<file path="src/rtl/axi_mem_drain_gate_pkg.sv">
// rtl/axi_mem_drain_gate_pkg.sv - shared types for the memory drain gate
//
// Contents: gate FSM state encoding and outstanding-counter width.
package axi_mem_drain_gate_pkg;

  localparam int CNT_W = 4;

  typedef enum logic [1:0] {
    RUN   = 2'd0,
    DRAIN = 2'd1,
    IDLE  = 2'd2
  } gate_state_e;

endpackage

</file>
<file path="src/rtl/axi_mem_outstanding_ctr.sv">
// rtl/axi_mem_outstanding_ctr.sv - bounded outstanding-burst counter
//
// Ports:
//   clk, rst_n  clock, async active-low reset
//   inc         address handshake this cycle
//   dec         burst-completing response handshake this cycle
//   count       current outstanding bursts (0..LIMIT)
//   ok          room for another burst (count < LIMIT)
//   underflow   pulse: response seen while nothing is outstanding
module axi_mem_outstanding_ctr
  import axi_mem_drain_gate_pkg::*;
#(
  parameter int LIMIT = 8
) (
  input  logic             clk,
  input  logic             rst_n,
  input  logic             inc,
  input  logic             dec,
  output logic [CNT_W-1:0] count,
  output logic             ok,
  output logic             underflow
);

  localparam logic [CNT_W-1:0] LIMIT_C = CNT_W'(LIMIT);

  assign ok        = (count < LIMIT_C);
  assign underflow = dec && (count == '0);

  // Simultaneous inc and dec cancel; both ends saturate.
  always_ff @(posedge clk or negedge rst_n) begin
    if (!rst_n) begin
      count <= '0;
    end else if (inc && !dec && (count != LIMIT_C)) begin
      count <= count + 1'b1;
    end else if (dec && !inc && (count != '0)) begin
      count <= count - 1'b1;
    end
  end

endmodule

</file>
<file path="src/rtl/axi_mem_drain_gate.sv">
// rtl/axi_mem_drain_gate.sv - AXI4 memory pass-through with burst cap and quiesce handshake
//
// Ports:
//   uncoreclk, uncore_rstn          clock, async active-low reset
//   s_axi_*                         AXI4 slave from the memory master (AW/W/B/AR/R)
//   m_axi_*                         AXI4 master toward the address mapper
//   quiesce_req / quiesce_ack       drain request (level) / quiesced, nothing outstanding
//   rd_outstanding, wr_outstanding  current burst counts
//   proto_err                       sticky: rlast or B seen with nothing outstanding
//   stat_rd_bursts, stat_wr_bursts, stat_stall_cyc
//                                   only when AXI_MEM_DRAIN_GATE_STATS_EN is defined
module axi_mem_drain_gate
  import axi_mem_drain_gate_pkg::*;
#(
  parameter int ADDR_WIDTH = 40,
  parameter int DATA_WIDTH = 64,
  parameter int ID_WIDTH   = 1,
  parameter int MAX_RD_OUT = 8,
  parameter int MAX_WR_OUT = 8
) (
  input  logic                    uncoreclk,
  input  logic                    uncore_rstn,
  input  logic [ID_WIDTH-1:0]     s_axi_awid,
  input  logic [ADDR_WIDTH-1:0]   s_axi_awaddr,
  input  logic [7:0]              s_axi_awlen,
  input  logic [2:0]              s_axi_awsize,
  input  logic [1:0]              s_axi_awburst,
  input  logic                    s_axi_awlock,
  input  logic [3:0]              s_axi_awcache,
  input  logic [2:0]              s_axi_awprot,
  input  logic [3:0]              s_axi_awqos,
  input  logic                    s_axi_awvalid,
  output logic                    s_axi_awready,
  input  logic [DATA_WIDTH-1:0]   s_axi_wdata,
  input  logic [DATA_WIDTH/8-1:0] s_axi_wstrb,
  input  logic                    s_axi_wlast,
  input  logic                    s_axi_wvalid,
  output logic                    s_axi_wready,
  output logic [ID_WIDTH-1:0]     s_axi_bid,
  output logic [1:0]              s_axi_bresp,
  output logic                    s_axi_bvalid,
  input  logic                    s_axi_bready,
  input  logic [ID_WIDTH-1:0]     s_axi_arid,
  input  logic [ADDR_WIDTH-1:0]   s_axi_araddr,
  input  logic [7:0]              s_axi_arlen,
  input  logic [2:0]              s_axi_arsize,
  input  logic [1:0]              s_axi_arburst,
  input  logic                    s_axi_arlock,
  input  logic [3:0]              s_axi_arcache,
  input  logic [2:0]              s_axi_arprot,
  input  logic [3:0]              s_axi_arqos,
  input  logic                    s_axi_arvalid,
  output logic                    s_axi_arready,
  output logic [ID_WIDTH-1:0]     s_axi_rid,
  output logic [DATA_WIDTH-1:0]   s_axi_rdata,
  output logic [1:0]              s_axi_rresp,
  output logic                    s_axi_rlast,
  output logic                    s_axi_rvalid,
  input  logic                    s_axi_rready,
  output logic [ID_WIDTH-1:0]     m_axi_awid,
  output logic [ADDR_WIDTH-1:0]   m_axi_awaddr,
  output logic [7:0]              m_axi_awlen,
  output logic [2:0]              m_axi_awsize,
  output logic [1:0]              m_axi_awburst,
  output logic                    m_axi_awlock,
  output logic [3:0]              m_axi_awcache,
  output logic [2:0]              m_axi_awprot,
  output logic [3:0]              m_axi_awqos,
  output logic                    m_axi_awvalid,
  input  logic                    m_axi_awready,
  output logic [DATA_WIDTH-1:0]   m_axi_wdata,
  output logic [DATA_WIDTH/8-1:0] m_axi_wstrb,
  output logic                    m_axi_wlast,
  output logic                    m_axi_wvalid,
  input  logic                    m_axi_wready,
  input  logic [ID_WIDTH-1:0]     m_axi_bid,
  input  logic [1:0]              m_axi_bresp,
  input  logic                    m_axi_bvalid,
  output logic                    m_axi_bready,
  output logic [ID_WIDTH-1:0]     m_axi_arid,
  output logic [ADDR_WIDTH-1:0]   m_axi_araddr,
  output logic [7:0]              m_axi_arlen,
  output logic [2:0]              m_axi_arsize,
  output logic [1:0]              m_axi_arburst,
  output logic                    m_axi_arlock,
  output logic [3:0]              m_axi_arcache,
  output logic [2:0]              m_axi_arprot,
  output logic [3:0]              m_axi_arqos,
  output logic                    m_axi_arvalid,
  input  logic                    m_axi_arready,
  input  logic [ID_WIDTH-1:0]     m_axi_rid,
  input  logic [DATA_WIDTH-1:0]   m_axi_rdata,
  input  logic [1:0]              m_axi_rresp,
  input  logic                    m_axi_rlast,
  input  logic                    m_axi_rvalid,
  output logic                    m_axi_rready,
  input  logic                    quiesce_req,
  output logic                    quiesce_ack,
  output logic [CNT_W-1:0]        rd_outstanding,
  output logic [CNT_W-1:0]        wr_outstanding,
  output logic                    proto_err
`ifdef AXI_MEM_DRAIN_GATE_STATS_EN
  ,
  output logic [31:0]             stat_rd_bursts,
  output logic [31:0]             stat_wr_bursts,
  output logic [31:0]             stat_stall_cyc
`endif
);

  gate_state_e state_q, state_d;
  logic        rd_ok, wr_ok, rd_unf, wr_unf;
  logic        ar_hold, aw_hold, ar_open, aw_open;
  logic        ar_hs, aw_hs, rlast_hs, b_hs, drained;

  // Address payloads pass straight through; only valid/ready are gated.
  assign m_axi_awid    = s_axi_awid;
  assign m_axi_awaddr  = s_axi_awaddr;
  assign m_axi_awlen   = s_axi_awlen;
  assign m_axi_awsize  = s_axi_awsize;
  assign m_axi_awburst = s_axi_awburst;
  assign m_axi_awlock  = s_axi_awlock;
  assign m_axi_awcache = s_axi_awcache;
  assign m_axi_awprot  = s_axi_awprot;
  assign m_axi_awqos   = s_axi_awqos;
  assign m_axi_arid    = s_axi_arid;
  assign m_axi_araddr  = s_axi_araddr;
  assign m_axi_arlen   = s_axi_arlen;
  assign m_axi_arsize  = s_axi_arsize;
  assign m_axi_arburst = s_axi_arburst;
  assign m_axi_arlock  = s_axi_arlock;
  assign m_axi_arcache = s_axi_arcache;
  assign m_axi_arprot  = s_axi_arprot;
  assign m_axi_arqos   = s_axi_arqos;

  assign m_axi_wdata   = s_axi_wdata;
  assign m_axi_wstrb   = s_axi_wstrb;
  assign m_axi_wlast   = s_axi_wlast;
  assign m_axi_wvalid  = s_axi_wvalid;
  assign s_axi_wready  = m_axi_wready;
  assign s_axi_bid     = m_axi_bid;
  assign s_axi_bresp   = m_axi_bresp;
  assign s_axi_bvalid  = m_axi_bvalid;
  assign m_axi_bready  = s_axi_bready;
  assign s_axi_rid     = m_axi_rid;
  assign s_axi_rdata   = m_axi_rdata;
  assign s_axi_rresp   = m_axi_rresp;
  assign s_axi_rlast   = m_axi_rlast;
  assign s_axi_rvalid  = m_axi_rvalid;
  assign m_axi_rready  = s_axi_rready;

  // A held request keeps the gate open so a presented valid is never withdrawn.
  assign ar_open       = ((state_q == RUN) && rd_ok) || ar_hold;
  assign aw_open       = ((state_q == RUN) && wr_ok) || aw_hold;
  assign m_axi_arvalid = s_axi_arvalid && ar_open;
  assign s_axi_arready = m_axi_arready && ar_open;
  assign m_axi_awvalid = s_axi_awvalid && aw_open;
  assign s_axi_awready = m_axi_awready && aw_open;

  assign ar_hs    = m_axi_arvalid && m_axi_arready;
  assign aw_hs    = m_axi_awvalid && m_axi_awready;
  assign rlast_hs = m_axi_rvalid && s_axi_rready && m_axi_rlast;
  assign b_hs     = m_axi_bvalid && s_axi_bready;

  axi_mem_outstanding_ctr #(.LIMIT(MAX_RD_OUT)) u_rd_ctr (
    .clk(uncoreclk), .rst_n(uncore_rstn), .inc(ar_hs), .dec(rlast_hs),
    .count(rd_outstanding), .ok(rd_ok), .underflow(rd_unf)
  );

  axi_mem_outstanding_ctr #(.LIMIT(MAX_WR_OUT)) u_wr_ctr (
    .clk(uncoreclk), .rst_n(uncore_rstn), .inc(aw_hs), .dec(b_hs),
    .count(wr_outstanding), .ok(wr_ok), .underflow(wr_unf)
  );

  assign drained = (rd_outstanding == '0) && (wr_outstanding == '0) && !ar_hold && !aw_hold;

  always_ff @(posedge uncoreclk or negedge uncore_rstn) begin
    if (!uncore_rstn) begin
      state_q   <= RUN;
      ar_hold   <= 1'b0;
      aw_hold   <= 1'b0;
      proto_err <= 1'b0;
    end else begin
      state_q <= state_d;
      // Presented and not accepted -> hold; accepted -> release.
      if (m_axi_arvalid) ar_hold <= !m_axi_arready;
      if (m_axi_awvalid) aw_hold <= !m_axi_awready;
      if (rd_unf || wr_unf) proto_err <= 1'b1;
    end
  end

  // A drop of quiesce_req during DRAIN wins over a same-cycle empty condition.
  always_comb begin
    state_d = state_q;
    case (state_q)
      RUN:     if (quiesce_req) state_d = DRAIN;
      DRAIN: begin
        if (!quiesce_req)  state_d = RUN;
        else if (drained)  state_d = IDLE;
      end
      IDLE:    if (!quiesce_req) state_d = RUN;
      default: state_d = RUN;
    endcase
  end

  assign quiesce_ack = (state_q == IDLE);

`ifdef AXI_MEM_DRAIN_GATE_STATS_EN
  logic stall;
  assign stall = (s_axi_arvalid && !ar_open) || (s_axi_awvalid && !aw_open);

  always_ff @(posedge uncoreclk or negedge uncore_rstn) begin
    if (!uncore_rstn) begin
      stat_rd_bursts <= '0;
      stat_wr_bursts <= '0;
      stat_stall_cyc <= '0;
    end else begin
      if (ar_hs) stat_rd_bursts <= stat_rd_bursts + 32'd1;
      if (aw_hs) stat_wr_bursts <= stat_wr_bursts + 32'd1;
      if (stall && (stat_stall_cyc != '1)) stat_stall_cyc <= stat_stall_cyc + 32'd1;
    end
  end
`endif

endmodule

</file>
<file path="config.mk">
export PLATFORM = sky130hd
export DESIGN_NAME = axi_mem_drain_gate
export DESIGN_NICKNAME = d
export VERILOG_FILES = /design/src/rtl/axi_mem_drain_gate_pkg.sv /design/src/rtl/axi_mem_outstanding_ctr.sv /design/src/rtl/axi_mem_drain_gate.sv
export SDC_FILE = /design/constraint.sdc
export NUM_CORES = 1
export LEC_CHECK = 0
export BUFFER_PORTS_ARGS = -buffer_cell sky130_fd_sc_hd__buf_2
export CORE_AREA = 2 2 228 230
export CTS_CLUSTER_DIAMETER = 120
export DETAILED_ROUTE_END_ITERATION = 8
export DIE_AREA = 0 0 230 232
export PLACE_DENSITY = 0.32
export REMOVE_ABC_BUFFERS = 1
export SETUP_SLACK_MARGIN = 0.2
export SKIP_CTS_REPAIR_TIMING = 1
export SYNTH_ARGS = -nofsm -noshare
export SYNTH_HDL_FRONTEND = slang
export SYNTH_SLANG_ARGS = --single-unit
</file>
<file path="constraint.sdc">
create_clock -name uncoreclk -period 2.52 [get_ports uncoreclk]
set_clock_uncertainty 0.15 [all_clocks]
set_input_delay 0.252 -clock uncoreclk [delete_from_list [all_inputs] [get_ports uncoreclk]]
set_output_delay 0.252 -clock uncoreclk [all_outputs]
set_load 0.01 [all_outputs]
</file>
==> results of run 1 <==
[path summary, 6_finish.rpt]
| check | endpoint | slack (ns) | depth (start not counted) |
|---|---|---|---|
| max | u_wr_ctr.count[3]$_DFFE_PN0P_ | 0.29 | 8 |
| max reg2reg | u_wr_ctr.count[3]$_DFFE_PN0P_ | 0.29 | 8 |
| min | state_q[1]$_DFFE_PN0P_ | 0.13 | 2 |
| min in group asynchronous | u_wr_ctr.count[2]$_DFFE_PN0P_ | 0.38 | 2 |
| min reg2reg | proto_err$_DFFE_PN0P_ | 0.33 | 2 |
| max in group asynchronous | state_q[1]$_DFFE_PN0P_ | 1.55 | 2 |
[kinds of logic (layout without fill, tap and decap cells)]
group,Yosys count,after routing
simple gates,33,33
buf+inv,284,50
xor+xnor,4,4
flops,13,13
compound gates,28,28
fa+ha+maj,6,6
mux,5,5
[area by class of cell]
cell class	count	area (µm²)	share of cell area
clock buffers	4	78.8	0.0355
inverters	1	3.75	0.00169
multi-input cells	76	697	0.313
flip-flops and latches	13	328	0.147
well taps	680	851	0.383
repair buffers	45	265	0.119
[per-layer routing]
metal  share of wire  wire length [µm]
met5           0.014              1280
met4           0.092              8140
met3            0.31             27200
met1           0.079              7020
met2            0.51             44900
[where the power goes]
part	internal, W	leakage, nW	total [W]	switching [W]
Combinational	0.000508	0.454	0.00108	0.000572
Clock	0.000215	0.0382	0.000316	0.000101
Sequential	0.000300	0.148	0.000402	0.000102
Total	0.00102	0.641	0.00180	0.000775
[sequential cells by signal (all words and copies together) (netlist names)]
name	count
proto_err	1
aw_hold	1
state_q	2
u_rd_ctr.count	4
u_wr_ctr.count	4
ar_hold	1
[per-stage QoR]
stage / setup slack (ns) / power, W / utilization
2_1_floorplan: 0.274 / 0.000963 / -
3_3_place_gp: 0.152 / 0.00144 / 0.0408
3_5_place_dp: 0.159 / 0.00143 / 0.0408
4_1_cts: 0.150 / 0.00174 / 0.0424
5_1_grt: 0.202 / 0.00192 / 0.0437
6_report: 0.294 / 0.00180 / 0.0437
[critical path, stage by stage, from the launching register on]
cell and delay, ns:
dfrtp_2 0.45, nor3_4 0.20, o211a_4 0.21, nand2_2 0.08, ha_1 0.27, a21o_1 0.18
a21oi_2 0.19, nor3_1 0.07, o311a_1 0.29
[cells in the final DEF (no fill, tap or decap), types with 2 or more instances in the layout]
master,instances
and2_1,2
nand2_1,4
nor3_4,2
nor2b_1,3
nor3_2,2
nand4b_1,2
o21ai_0,2
clkbuf_16,3
fa_1,2
xor2_1,2
nor2_1,5
xnor2_1,2
o22ai_1,2
o21a_1,5
a21o_1,3
ha_1,3
buf_4,14
o221a_2,2
dfrtp_2,2
dfrtp_1,11
nand2_2,2
buf_2,30
mux2_4,3
mux2i_1,2
==> run metrics, run 1 <==
DR WL/cell between 100 and 150 µm; Clock Tree Root clkbuf_16; number of antenna violations at the first check in global routing 1; CP required 2.50 ns; headroom to the max-slew limit 0.673; port buffer count 30; CTS Buffer Depth 2; M3 GR Usage 0.495; drt pass-1 iters 4; Max FO, Critical Path 5; largest cells by area after synthesis buf_4 (68%), dfrtp_1 (10%), ha_1 (1.6%), mux2_4 (1.4%), fa_1 (1.3%); die area between 50000 and 60000 µm²; Worst-Margin Slew 0.487 ns; hold wc startpoint quiesce_req; Netlist cell types 45; GRT overflow 0; Starting Density 0.0611; Placed Area between 2000 and 2500 µm²; count leader, synth buf_4; RSZ-0062 raised after global routing yes; Die Width 230 µm; Final Max Slew Viols 0; Cells after Synth around 370; ys async rst share 1.00; Worst Hold Slack 0.131 ns; largest family of logic cells by synthesized area buffers and inverters; Layout area overhead -28.5%; fmax around 0.45 GHz; Placer Congestion roughly 1.3; WS Path Type reg -> reg; P per Cell Area approximately 810 nW/µm²; number of max-cap violations 0; via density per instance roughly 2.8; largest net degree at the start of global routing 14; synth cell count leaders buf_4 (282), dfrtp_1 (13), nand2_1 (6); FILL cells approximately 6000; vias in the first global route between 1500 and 2000; Synth Area per Inst 8.33 µm²; clock latency on the worst-skew pair 0.24 ns; setup TNS 0 ns; post-synthesis sequential area ratio 0.105; M2 GR Usage 0.592; worst r2r src state_q[0]$_DFFE_PN0P_; share of the synthesized area in the top cell type 0.681; aggregate global-route resource usage 0.322; H-Tree Depth 1; DRT antenna net count 0; global-route wire length before repair ~93 mm; ANT cells 0; Hold Vio Cnt, Final 0; DP HPWL 87.0 mm; Startpoint Class flop; mux share of post-synthesis cell area 0.0209; YS warnings 0; min-delay worst type in -> reg; Cell Count, Final, Fillers Out between 800 and 900; clk slew on worst S/H paths ~0.050 ns; post-synth top area cell buf_4; Setup-failing EPs final 0; number of flops mapped to enable cells by yosys 0; compound-cell area share of the yosys netlist 0.0809; Synth Flop Type dfrtp_1; adder-cell area share of the yosys netlist 0.0290; initial detailed-routing violation count between 300 and 400; P_leak about 0.64 nW; kind of end point of the critical path flop; # rows 83; CP arrival 2.21 ns; via count between 2000 and 2500; Vert. Die Dim 232 µm; Ports a little under 600; CTS Sinks 13; met1 usage 0.0552; fin crit share 0.883; GRT busiest layer met2; Max VDD drop 311 µV; fraction of synthesized cell area in xor and xnor cells 0.0113; layout cell share with drive strength beyond 1 0.511; CTS Buf Count 3; status finished, final reports clean; CTS tree done; DRC 0; dpl cells roughly 810; final WL about 89 mm; Final Instance Area ~2200 µm²; fin crit period 2.23 ns; core area ~51000 µm²; Nets approximately 440; Post-Synth Simple-Gate Area 0.0696; Yosys reg bits 13; CP startpoint state_q[0]$_DFFE_PN0P_; Post-Syn Area between 3000 and 4000 µm²
Power figures use the tool's default switching activity.
==> inputs of run 2 (changes only) <==
--- a/config.mk
+++ b/config.mk
@@ -5,12 +5,12 @@
 export SDC_FILE = /design/constraint.sdc
 export NUM_CORES = 1
 export LEC_CHECK = 0
-export BUFFER_PORTS_ARGS = -buffer_cell sky130_fd_sc_hd__buf_2
-export CORE_AREA = 2 2 228 230
+export BUFFER_PORTS_ARGS = -buffer_cell sky130_fd_sc_hd__buf_4
+export CORE_AREA = 5 5 225 227
 export CTS_CLUSTER_DIAMETER = 120
 export DETAILED_ROUTE_END_ITERATION = 8
 export DIE_AREA = 0 0 230 232
-export PLACE_DENSITY = 0.32
+export PLACE_DENSITY = 0.33
 export REMOVE_ABC_BUFFERS = 1
 export SETUP_SLACK_MARGIN = 0.2
 export SKIP_CTS_REPAIR_TIMING = 1
==> run 2 against run 1 <==
Against the previous run: first-iteration DRC count down 13%; final cell count is 7.4% lower; global-route usage shrank 0.67 points; clock-buffer cell count unchanged; highest routed layer unchanged.
==> run metrics, run 2 (same netlist as run 1, synthesis figures left out) <==
status finished, final reports clean; H-Tree Depth 1 (unchanged); Worst Hold Slack 0.107 ns (-0.0233 ns); Final WS setup 0.220 ns (-0.0736 ns); kind of end point of the critical path flop; Final Max Slew Viols 0 (unchanged); setup TNS 0 ns (unchanged); CTS Buffer Depth 2 (unchanged); aggregate global-route resource usage 0.315 (-0.00668); Final Power 0.00181 W (+0.60%); P_leak 0.647 nW (+1.0%); largest net degree at the start of global routing 14 (unchanged); CTS Sinks 13 (unchanged); Startpoint Class flop; Hold EP ar_hold$_DFFE_PN0N_; Vert. Die Dim 232 µm (unchanged); global-route wire length before repair 92.8 mm (-0.42%); Setup WS pre-CTS 0.112 ns (-0.0474 ns); min-delay worst type in -> reg; DRT antenna net count 0 (unchanged); DR WL/cell 117 µm (+7.9%); fin crit share 0.913 (+0.0292); die area 53400 µm² (unchanged); most frequent cells in the layout buf_4 (41), dfrtp_1 (11), nor2_1 (5), o21a_1 (5), nand2_1 (5); Starting Density 0.0642 (+0.00308); number of antenna violations at the first check in global routing 0 (-1); ANT cells 0 (unchanged); number of max-cap violations 0 (unchanged); core area 48400 µm² (-4.8%); CP startpoint state_q[0]$_DFFE_PN0P_; GRT overflow 0 (unchanged); WS Path Type reg -> reg; CP required 2.50 ns (about the same); clk slew on worst S/H paths 0.05 ns (about the same); Die Width 230 µm (unchanged); Clock Tree Root clkbuf_16; dpl cells 751 (-7.5%); Top Registers u_rd_ctr.count (4), u_wr_ctr.count (4), state_q (2); R2R Path End u_wr_ctr.count[3]$_DFFE_PN0P_; initial detailed-routing violation count 266 (-13%); Worst Hold Path Cells 2 (unchanged); via density per instance 3.23 (+17%); Cell Count, Final, Fillers Out 758 (-7.4%); Ports 585 (unchanged); clock latency on the worst-skew pair 0.24 ns (about the same); CP arrival 2.28 ns (+0.07 ns); Nets 432 (-0.69%); fin crit period 2.30 ns (+0.0736 ns); Layout area overhead -29.7%; RSZ-0062 raised after global routing yes; worst r2r src state_q[0]$_DFFE_PN0P_; # rows 81 (-2.4%); headroom to the max-slew limit 0.654 (-0.0189); drt pass-1 iters 4 (unchanged); reg-to-reg setup timing slack 0.22 ns (-0.07 ns); layout cell share with drive strength beyond 1 0.485 (-0.0255); fmax 0.435 GHz (-3.2%); hold wc startpoint m_axi_arready; P per Cell Area 828 nW/µm² (+2.4%); Placer Congestion 1.28 (-5.2%); via count 2449 (+7.9%); DRC 0 (unchanged); Hold Vio Cnt, Final 0 (unchanged); Max FO, Critical Path 5 (unchanged); vias in the first global route 1780 (+3.5%); CTS tree done; CTS Buf Count 3 (unchanged); port buffer count 30 (unchanged); Max VDD drop 231 µV (-26%); path depth of the worst reg2reg path 8 (unchanged); leading cell type in the layout, fill and taps excluded buf_4; final WL 88.4 mm (-0.17%); Setup-failing EPs final 0 (unchanged); DP HPWL 86.9 mm (about the same); Worst-Margin Slew 0.518 ns (+0.0313 ns)
-- run 2: cell count changes in the layout (fill, tap and decap cells not counted), sizes merged --
cell / previous run / this run
buf: 44 / 41
-- run 2: layout make-up --
| class | count | area (µm²) |
|---|---|---|
| fillers | 5734 | 46300 |
| well taps | 622 | 778 |
| inverters | 1 | 3.75 |
| repair buffers | 42 | 318 |
| multi-input cells | 76 | 678 |
| flip-flops and latches | 13 | 328 |
| clock buffers | 4 | 78.8 |
-- run 2: worst max path at each step --
stage	endpoint	slack [ns]	cells after the start
floorplan	u_wr_ctr.count[3]$_DFFE_PN0P_	0.27	8
global placement	u_wr_ctr.count[3]$_DFFE_PN0P_	0.14	8
detailed placement	u_wr_ctr.count[3]$_DFFE_PN0P_	0.11	8
CTS	u_wr_ctr.count[3]$_DFFE_PN0P_	0.11	8
global route	u_wr_ctr.count[3]$_DFFE_PN0P_	0.18	8
finish	u_wr_ctr.count[3]$_DFFE_PN0P_	0.22	8
-- run 2: layer usage --
metal,GRT usage,routed length [µm],part of all wire,vias to the layer above
met5,0.215,1520,0.017,-
li1,-,-,-,449
met1,0.0487,5710,0.065,780
met4,0.247,9500,0.11,34
met2,0.561,43800,0.50,1052
met3,0.491,27800,0.31,134
-- run 2: critical path, cell delays in order, from the launching register on --
cell and delay [ns]:
dfrtp_2 0.46, nor3_4 0.22, o211a_4 0.21, nand2_1 0.12, ha_1 0.30, a21o_1 0.19, a21oi_2 0.19, nor3_1 0.07
o311a_1 0.30
-- run 2: report_power, final --
part | internal, W | leakage [nW] | switching (W)
clock | 0.000214 | 0.0382 | 0.0000974
sequential | 0.000300 | 0.148 | 0.000110
combinational | 0.000534 | 0.461 | 0.000553
total | 0.00105 | 0.647 | 0.000760
-- run 2: metrics by stage --
stage | utilization | cell area [µm²]
6_report | 0.0451 | 2180
5_1_grt | 0.0451 | 2180
4_1_cts | 0.0441 | 2140
3_5_place_dp | 0.0425 | 2060
3_3_place_gp | 0.0425 | 2060
2_1_floorplan | - | 987
==> inputs of run 3 (changes only) <==
--- a/config.mk
+++ b/config.mk
@@ -6,11 +6,14 @@
 export NUM_CORES = 1
 export LEC_CHECK = 0
 export BUFFER_PORTS_ARGS = -buffer_cell sky130_fd_sc_hd__buf_4
-export CORE_AREA = 5 5 225 227
+export CELL_PAD_IN_SITES_DETAIL_PLACEMENT = 0
+export CELL_PAD_IN_SITES_GLOBAL_PLACEMENT = 1
+export CORE_AREA = 5 5 224 226
 export CTS_CLUSTER_DIAMETER = 120
 export DETAILED_ROUTE_END_ITERATION = 8
-export DIE_AREA = 0 0 230 232
-export PLACE_DENSITY = 0.33
+export DIE_AREA = 0 0 229 231
+export MAX_ROUTING_LAYER = met4
+export PLACE_DENSITY = 0.46
 export REMOVE_ABC_BUFFERS = 1
 export SETUP_SLACK_MARGIN = 0.2
 export SKIP_CTS_REPAIR_TIMING = 1
==> run 3 against run 2 <==
Against the previous run: worst setup slack improved by 0.056 ns; final cell count fell by 0.13%; sequential power rose by 8.3%; first-iteration DRC count fell by 11%; combinational power fell by 8%; highest routed layer is now met4.
==> run metrics, run 3 (same netlist as run 1, synthesis figures left out) <==
Placer Congestion 1.30 (+1.9%); number of antenna violations at the first check in global routing 2 (+2); WS Path Type reg -> reg; Setup WS pre-CTS 0.114 ns (+0.00211 ns); layout cell share with drive strength beyond 1 0.481 (-0.00409); setup TNS 0 ns (unchanged); clock latency on the worst-skew pair 0.24 ns (about the same); slowest stage cell, crit path dfrtp_2; # rows 81 (unchanged); final WL 88.3 mm (-0.15%); CP arrival 2.22 ns (-0.06 ns); RSZ-0062 raised after global routing yes; H-Tree Depth 1 (unchanged); Max VDD drop 246 µV (+6.4%); slowest stage delay, CP 0.46 ns (about the same); DRT antenna net count 0 (unchanged); via density per instance 3.23 (-0.11%); leading cell type in the layout, fill and taps excluded buf_4; Ports 585 (unchanged); kind of end point of the critical path flop; Worst-Margin Slew 0.458 ns (-0.0596 ns); GRT overflow 0 (unchanged); DR WL/cell 117 µm (about the same); fin crit period 2.24 ns (-0.0563 ns); Die Width 229 µm (-0.43%); Final Instance Area 2170 µm² (-0.57%); CTS Buffer Depth 2 (unchanged); multi-input combinational cell area 683 µm² (+0.74%); largest net degree at the start of global routing 14 (unchanged); initial detailed-routing violation count 237 (-11%); CTS tree done; fin crit share 0.890 (-0.0223); global-route wire length before repair 93.1 mm (+0.33%); Nets 429 (-0.69%); Setup-failing EPs final 0 (unchanged); number of max-cap violations 0 (unchanged); core area 48100 µm² (-0.63%); drt pass-1 iters 4 (unchanged); die area 52900 µm² (-0.86%); Max FO, Critical Path 5 (unchanged); P_leak 0.633 nW (-2.2%); CP required 2.50 ns (about the same); DRC 0 (unchanged); port buffer count 30 (unchanged); status finished, final reports clean; Clock Tree Root clkbuf_16; Final WS setup 0.276 ns (+0.0563 ns); Top Registers u_rd_ctr.count (4), u_wr_ctr.count (4), state_q (2); min-delay worst type in -> reg; fmax 0.446 GHz (+2.5%); register area 328 µm² (unchanged); Hold Vio Cnt, Final 0 (unchanged); P per Cell Area 810 nW/µm² (-2.2%); aggregate global-route resource usage 0.327 (+0.0117); DP HPWL 86.8 mm (-0.14%); CTS Buf Count 3 (unchanged); clk slew on worst S/H paths 0.05 ns (about the same); Startpoint Class flop; Critical Path, Cell by Cell nor3_4, o211a_4, nand2_2, ha_1, a21o_1, a21oi_2, nor3_1, o311a_1; vias in the first global route 1740 (-2.2%); most frequent cells in the layout buf_4 (38), dfrtp_1 (11), nor2_1 (5), o21a_1 (5), nand2_1 (5); Final Max Slew Viols 0 (unchanged); Starting Density 0.0646 (+0.000405); Vert. Die Dim 231 µm (-0.43%); via count 2443 (-0.24%); Placed Area 2040 µm² (-0.73%); FILL cells 5664 (-1.2%); Layout area overhead -30.1%; CTS Sinks 13 (unchanged); headroom to the max-slew limit 0.692 (+0.0379)
==> run 3: cell types whose count changed in the layout (fill, tap and decap cells not counted), sizes merged <==
cell,before,now
buf,41,38
diode,0,2
==> run 3: worst paths after layout <==
kind / start / to / slack, ns / depth (start not counted)
worst min-delay path: quiesce_req / state_q[1]$_DFFE_PN0P_ / 0.08 / 2
worst max-delay path: state_q[0]$_DFFE_PN0P_ / u_wr_ctr.count[3]$_DFFE_PN0P_ / 0.28 / 8
worst min register to register: proto_err$_DFFE_PN0P_ / proto_err$_DFFE_PN0P_ / 0.42 / 2
max in group asynchronous: uncore_rstn / state_q[1]$_DFFE_PN0P_ / 1.72 / 2
min in group asynchronous: uncore_rstn / u_wr_ctr.count[2]$_DFFE_PN0P_ / 0.31 / 2
worst max register to register: state_q[0]$_DFFE_PN0P_ / u_wr_ctr.count[3]$_DFFE_PN0P_ / 0.28 / 8
==> run 3: worst max-delay path, delay by kind of cell (launching register included) <==
family	cells	cell delay (ns)
AOI/OAI and AO/OA	4	0.88
adders and majority gates	1	0.28
and+or+nand+nor	3	0.36
DFF	1	0.46
==> run 3: layout make-up <==
type                       instances  share of cell area
sequential                        13               0.151
antenna                            2             0.00230
multi-input combinational         76               0.315
tap                              622               0.358
timing repair buffer              39               0.136
inverter                           1             0.00173
clock buffer                       4              0.0363
==> run 3: per-stage QoR <==
stage / std cells / hold slack, ns / util / power, W
finish: 757 / 0.0790 / 0.0451 / 0.00176
global route: 757 / 0.0917 / 0.0451 / 0.00188
CTS: 753 / -0.291 / 0.0441 / 0.00175
detailed placement: 749 / -0.0313 / 0.0424 / 0.00143
global placement: 749 / -0.0319 / 0.0424 / 0.00144
floorplan: 90 / -0.194 / - / 0.000963
==> run 3: layer usage <==
metal  track usage  share of wire  vias to the layer above
met5             -              0                        -
met4         0.188          0.078                        0
met3         0.502           0.31                      102
met2         0.593           0.52                     1016
met1        0.0641          0.086                      885
li1              -              -                      440
==> run 3: report_power, final <==
group	total, W	switching, W	internal (W)	leakage [nW]
sequential	0.000444	0.000144	0.000300	0.148
combinational	0.00100	0.000493	0.000509	0.447
clock	0.000312	0.0000975	0.000214	0.0382
total	0.00176	0.000735	0.00102	0.633
